$ cat src/rtl/data_cache_controller.sv
// data_cache_controller
// Direct-mapped, write-through data cache for the MEM stage. One 32-bit word
// per line. Loads that hit return in the same cycle. Load misses and all
// stores go to main memory over a single-outstanding request/ready handshake.
// Define DCACHE_STATS_EN to add the readHitCount / readMissCount outputs.
module data_cache_controller #(
  parameter int INDEX_BITS = 6
) (
  input  logic        clock,
  input  logic        resetN,
  input  logic        memRead,
  input  logic        memWrite,
  input  logic [31:0] ALUResult,
  input  logic [31:0] readDataTwo,
  output logic        hit,
  output logic [31:0] readData,
  output logic [31:0] memAddress,
  output logic        memReadReq,
  output logic        memWriteReq,
  output logic [31:0] memWriteData,
  input  logic [31:0] memReadData,
  input  logic        memReady
`ifdef DCACHE_STATS_EN
  ,
  output logic [31:0] readHitCount,
  output logic [31:0] readMissCount
`endif
);

  localparam int LINES    = 1 << INDEX_BITS;
  localparam int TAG_BITS = 30 - INDEX_BITS;

  typedef enum logic [1:0] {
    IDLE      = 2'd0,
    READ_MISS = 2'd1,
    WRITE_MEM = 2'd2,
    RESPOND   = 2'd3
  } stateType;

  stateType state;
  stateType nextState;

  // Line storage: valid bits are reset, tag/data arrays are not
  logic [LINES-1:0]    validBits;
  logic [TAG_BITS-1:0] tagArray  [LINES];
  logic [31:0]         dataArray [LINES];
  logic [31:0]         fillData;

  logic [INDEX_BITS-1:0] reqIndex;
  logic [TAG_BITS-1:0]   reqTag;
  logic [INDEX_BITS-1:0] fillIndex;
  logic [TAG_BITS-1:0]   fillTag;
  logic                  isStore;
  logic                  isLoad;
  logic                  lineHit;
  logic                  readHit;
  logic                  readMiss;
  logic                  storeAlloc;
  logic                  missFill;
  logic                  unusedAddrBits;

  // Byte offset is irrelevant for word-sized lines
  assign unusedAddrBits = ^ALUResult[1:0];

  assign reqIndex  = ALUResult[INDEX_BITS+1:2];
  assign reqTag    = ALUResult[31:INDEX_BITS+2];
  // The fill targets the address latched at miss time, not the live input
  assign fillIndex = memAddress[INDEX_BITS+1:2];
  assign fillTag   = memAddress[31:INDEX_BITS+2];

  // A store wins when both requests are asserted
  assign isStore = memWrite;
  assign isLoad  = memRead & ~memWrite;

  assign lineHit    = validBits[reqIndex] && (tagArray[reqIndex] == reqTag);
  assign readHit    = (state == IDLE) && isLoad && lineHit;
  assign readMiss   = (state == IDLE) && isLoad && !lineHit;
  assign storeAlloc = (state == IDLE) && isStore;
  assign missFill   = (state == READ_MISS) && memReady;

  // State register
  always_ff @(posedge clock or negedge resetN) begin
    if (!resetN) begin
      state <= IDLE;
    end else begin
      state <= nextState;
    end
  end

  // Next-state, stall and read-data selection
  always_comb begin
    nextState = state;
    hit       = 1'b1;
    readData  = fillData;
    case (state)
      IDLE: begin
        if (isStore) begin
          hit       = 1'b0;
          nextState = WRITE_MEM;
        end else if (isLoad) begin
          if (lineHit) begin
            readData = dataArray[reqIndex];
          end else begin
            hit       = 1'b0;
            nextState = READ_MISS;
          end
        end
      end
      READ_MISS: begin
        hit = 1'b0;
        if (memReady) begin
          nextState = RESPOND;
        end
      end
      WRITE_MEM: begin
        hit = 1'b0;
        if (memReady) begin
          nextState = RESPOND;
        end
      end
      RESPOND: begin
        nextState = IDLE;
      end
      default: begin
        nextState = IDLE;
      end
    endcase
  end

  // Main-memory request registers and captured fill word
  always_ff @(posedge clock or negedge resetN) begin
    if (!resetN) begin
      memAddress   <= '0;
      memReadReq   <= 1'b0;
      memWriteReq  <= 1'b0;
      memWriteData <= '0;
      fillData     <= '0;
    end else begin
      case (state)
        IDLE: begin
          if (isStore) begin
            memAddress   <= {ALUResult[31:2], 2'b00};
            memWriteData <= readDataTwo;
            memWriteReq  <= 1'b1;
          end else if (readMiss) begin
            memAddress <= {ALUResult[31:2], 2'b00};
            memReadReq <= 1'b1;
          end
        end
        READ_MISS: begin
          if (memReady) begin
            memReadReq <= 1'b0;
            fillData   <= memReadData;
          end
        end
        WRITE_MEM: begin
          if (memReady) begin
            memWriteReq <= 1'b0;
          end
        end
        default: begin
        end
      endcase
    end
  end

  // Valid bits: set on store allocation or miss fill, cleared only by reset
  always_ff @(posedge clock or negedge resetN) begin
    if (!resetN) begin
      validBits <= '0;
    end else if (storeAlloc) begin
      validBits[reqIndex] <= 1'b1;
    end else if (missFill) begin
      validBits[fillIndex] <= 1'b1;
    end
  end

  // Tag and data arrays; contents are meaningless until the valid bit is set
  always_ff @(posedge clock) begin
    if (resetN && storeAlloc) begin
      tagArray[reqIndex]  <= reqTag;
      dataArray[reqIndex] <= readDataTwo;
    end else if (resetN && missFill) begin
      tagArray[fillIndex]  <= fillTag;
      dataArray[fillIndex] <= memReadData;
    end
  end

`ifdef DCACHE_STATS_EN
  // Wrapping read hit/miss event counters
  always_ff @(posedge clock or negedge resetN) begin
    if (!resetN) begin
      readHitCount  <= '0;
      readMissCount <= '0;
    end else begin
      if (readHit) begin
        readHitCount <= readHitCount + 32'd1;
      end
      if (readMiss) begin
        readMissCount <= readMissCount + 32'd1;
      end
    end
  end
`else
  // Hit indication is only consumed by the statistics counters
  logic unusedReadHit;
  assign unusedReadHit = readHit;
`endif

endmodule
$ cat config.mk
export PLATFORM = sky130hd
export DESIGN_NAME = data_cache_controller
export DESIGN_NICKNAME = d
export VERILOG_FILES = /design/src/rtl/data_cache_controller.sv
export SDC_FILE = /design/constraint.sdc
export NUM_CORES = 2
export LEC_CHECK = 0
export CELL_PAD_IN_SITES_DETAIL_PLACEMENT = 1
export CELL_PAD_IN_SITES_GLOBAL_PLACEMENT = 1
export CORE_MARGIN = 5
export CORE_UTILIZATION = 41
export CTS_CLUSTER_SIZE = 25
export DETAILED_ROUTE_END_ITERATION = 16
export HOLD_SLACK_MARGIN = 0.15
export PLACE_DENSITY_LB_ADDON = 0.1
export SLEW_MARGIN = 0
export SYNTH_ARGS = -nofsm -noshare
export SYNTH_HDL_FRONTEND = slang
export SYNTH_SLANG_ARGS = --single-unit
$ cat constraint.sdc
create_clock -name clock -period 12.5 [get_ports clock]
set_clock_uncertainty 0.15 [all_clocks]
set_input_delay 2.5 -clock clock [delete_from_list [all_inputs] [get_ports clock]]
set_output_delay 2.5 -clock clock [all_outputs]
set_load 0.05 [all_outputs]
==> summary.md <==
| Metric | Value |
|---|---|
| Sum of negative setup slack | 0 ns |
| Clock sink total | 3746 |
| WL/cell | 42.8 um |
| Postcts setup bufs | 0 |
| Global route total overflow | 0 |
| Synth Instances | 7662 |
| Worst setup SP type | primary input |
| Max Slew Vio Count | 0 |
| Final hold vios | 0 |
| Initial Utilization | 41.2% |
| Non-filler instance count after layout | 13000 |
| Critical path fanouts, max | 32 |
| Share of layout cells above drive strength 1 | 18.2% |
| CP delay by family, top | simple AND/OR/NAND/NOR gates |
| Mapped cell area | 143000 sq um |
| WP data arrival | 8.69 ns |
| Synth top area share | 75.5% |
| Area leader, netlist | edfxtp_1 |
| WL final | 555000 um |
| Clock transition at the registers of the reported paths | 0.06 ns |
| GR Util met3 | 4.04% |
| Crit path required time | 9.85 ns |
| Maximum clock rate | 0.0881 GHz |
| Worst min-delay path category | flip-flop to flip-flop |
| Total CTS buffers | 400 |
| Register area share after synthesis | 78.3% |
| RePlAce Congestion | 0.794 |
| Yosys warns | 0 |
| # DRC | 0 |
| Yosys reg bits | 3746 |
| Slew margin rel. | 5.88% |
| Post-synth top flop | edfxtp_1 |
| Row count | 216 |
| WHS | 0.320 ns |
| Met1 Resource Use GR | 41.5% |
| CP cell instances | buf_2 -> buf_4 -> nor3b_2 -> buf_12 -> a22oi_1 -> o211ai_1 -> nor4_1 -> xor2_1 -> nand3_1 -> nor4_1 -> and4_1 -> nand3_2 -> buf_4 -> mux2_4 -> buf_4 |
| Core area | 346000 sq um |
| PortBufs | 195 |
| Synth cell count leaders | 3584 x edfxtp_1, 714 x a22oi_1, 273 x mux2i_1, 260 x a221oi_1, 259 x clkbuf_1 |
| Most used cell, CP | buf_4 |
| Buf/Inv on CP | 5 |
| GR Util met2 | 49.0% |
| Vias | 85200 |
| CTS Hold Bufs | 0 |
| Worst setup EP type | output port |
| Initial antenna violation count | 24 |
| Avg Cell Area, Syn | 18.6 sq um |
| DIE WIDTH | 600 um |
| Drt first pass iters | 6 |
| R2R setup slack | 5.55 ns |
| Outcome | finished clean |
| Vias per std cell | 6.57 |
| CTS tree | built |
| I/O pins | 200 |
| Worst VDD drop | 135 uV |
| EDFF count, synth | 3584 |
| Critical-path top delay cell | nor3b_2 |
| Inst Count DP | 12200 |
| Worst-Margin Slew | 1.40 ns |
| CTS Buffer Depth | 4 |
| DRT iter0 DRCs | 11400 |
| H-tree level count | 5 |
| Period utilization | 90.8% |
| Largest net degree at the start of global routing | 116 |
| P per Cell Area | 180 nW/um^2 |
| Final setup violating endpoints | 0 |
| GRT Max-Usage Layer | met2 |
| Kind of critical path | primary input to output port |
| Final #Nets | 8162 |
| Number of nets with antenna violations after routing | 0 |
| Syn-to-layout area delta | 15.2% |
| Crit path time final | 11.34 ns |
| Hpwl dp | 299000 um |
| Pleak | 0.0522 uW |
| Vias in the first global route | 84000 |
| Worst-skew pair later-pin latency | 0.96 ns |
| Max Cap Violations | 0 |
| Tot GR Track Use | 30.1% |
| Clk root buf | clkbuf_16 |
| Async SR Flop Fraction | 4.32% |
| Top cells by area, synth | edfxtp_1 75%, a22oi_1 3.8%, mux4_2 3.5% |
| Unrepaired setup endpoints after global routing | false |
| Die area | 360000 sq um |
| Count of cell types in the netlist | 83 |
| First-pass GRT wire length | 743000 um |
| Post-cts resize count | 0 |
| Most frequent cell after synthesis | edfxtp_1 |
| Chip Height | 600 um |
| Max incr delay on CP | 1.00 ns |
cell type report:
cell class	instances	area, sq um
fillers	31900	182000
repair buffers	515	4840
diodes	7	17.5
multi-input cells	3378	29300
well taps	4578	5730
flip-flops and latches	3746	112000
clock buffers	511	10700
inverters	17	75.1
clock inverters	218	2090
cell families after synthesis:
kind of cell	synth area share (%)
flops	78.3
fa+ha+maj	0.0263
other cells	0.00263
xor+xnor	0.0614
compound gates	9.52
simple gates	2.84
mux	7.56
buf+inv	1.68
path summary, 6_finish.rpt:
path | depth (start not counted) | endpoint | start
worst min-delay path | 2 | validBits[50] | validBits[50]
worst max-delay path | 15 | readData[28] | ALUResult[5]
worst max register to register | 11 | dataArray[53][0] | state[1]
max in group asynchronous | 3 | fillData[15] | resetN
min in group asynchronous | 1 | validBits[14] | resetN
worst min register to register | 2 | validBits[50] | validBits[50]
metal layers:
layer	up-vias	part of all wire [%]
met5	-	0.0020
met4	2	4.5
met3	974	7.7
met2	4346	48
met1	47000	40
li1	32800	-
worst register-to-register path, delay by kind of cell (launching register included):
family | cells | cell delay, ns
DFF | 1 | 0.44
buffers and inverters | 4 | 2.27
adders and majority gates | 1 | 0.44
and+or+nand+nor | 5 | 3.00
AOI/OAI and AO/OA | 1 | 0.22
report_power, final:
| group | internal, uW | switching, uW | leakage (uW) |
|---|---|---|---|
| clock | 6770 | 5000 | 0.00622 |
| combinational | 990 | 2260 | 0.0117 |
| sequential | 14300 | 195 | 0.0342 |
| total | 22100 | 7460 | 0.0522 |
flip-flops by register name (all words and copies together), names as in the netlist:
| signal | count |
|---|---|
| memAddress | 30 |
| memWriteReq | 1 |
| dataArray | 2048 |
| state | 2 |
| tagArray | 1536 |
| fillData | 32 |
| validBits | 64 |
| memWriteData | 32 |
| memReadReq | 1 |
metrics by stage:
step           util (%)  setup slack (ns)  instance area [sq um]  total power, uW
6_report           47.4              1.16                 164000            29500
5_1_grt            47.4              1.27                 164000            30400
4_1_cts            47.4              1.35                 164000            29700
3_5_place_dp       43.7              1.37                 152000            18000
3_3_place_gp       43.7              1.39                 152000            17900
2_1_floorplan         -              3.51                 143000            16600
placed cells by master, fill, tap and decap left out, types with 68 or more instances in the layout:
cell / netlist / layout
a21oi_1: 153 / 153
a221oi_1: 260 / 260
a22o_1: 143 / 143
a22oi_1: 714 / 714
a31oi_1: 132 / 132
buf_4: 23 / 309
clkbuf_1: 259 / 95
clkbuf_16: 0 / 406
clkdlybuf4s50_1: 0 / 155
clkinv_1: 0 / 77
clkinv_2: 0 / 73
dfrtp_1: 162 / 162
edfxtp_1: 3584 / 3584
mux2_2: 196 / 196
mux2i_1: 273 / 273
mux4_2: 221 / 221
nand2_1: 238 / 236
nand3_1: 73 / 71
nand4_1: 76 / 76
nor2_1: 141 / 74
nor2_4: 0 / 68
o21ai_0: 104 / 100
o22ai_1: 81 / 81
Power figures use the tool's default switching activity.
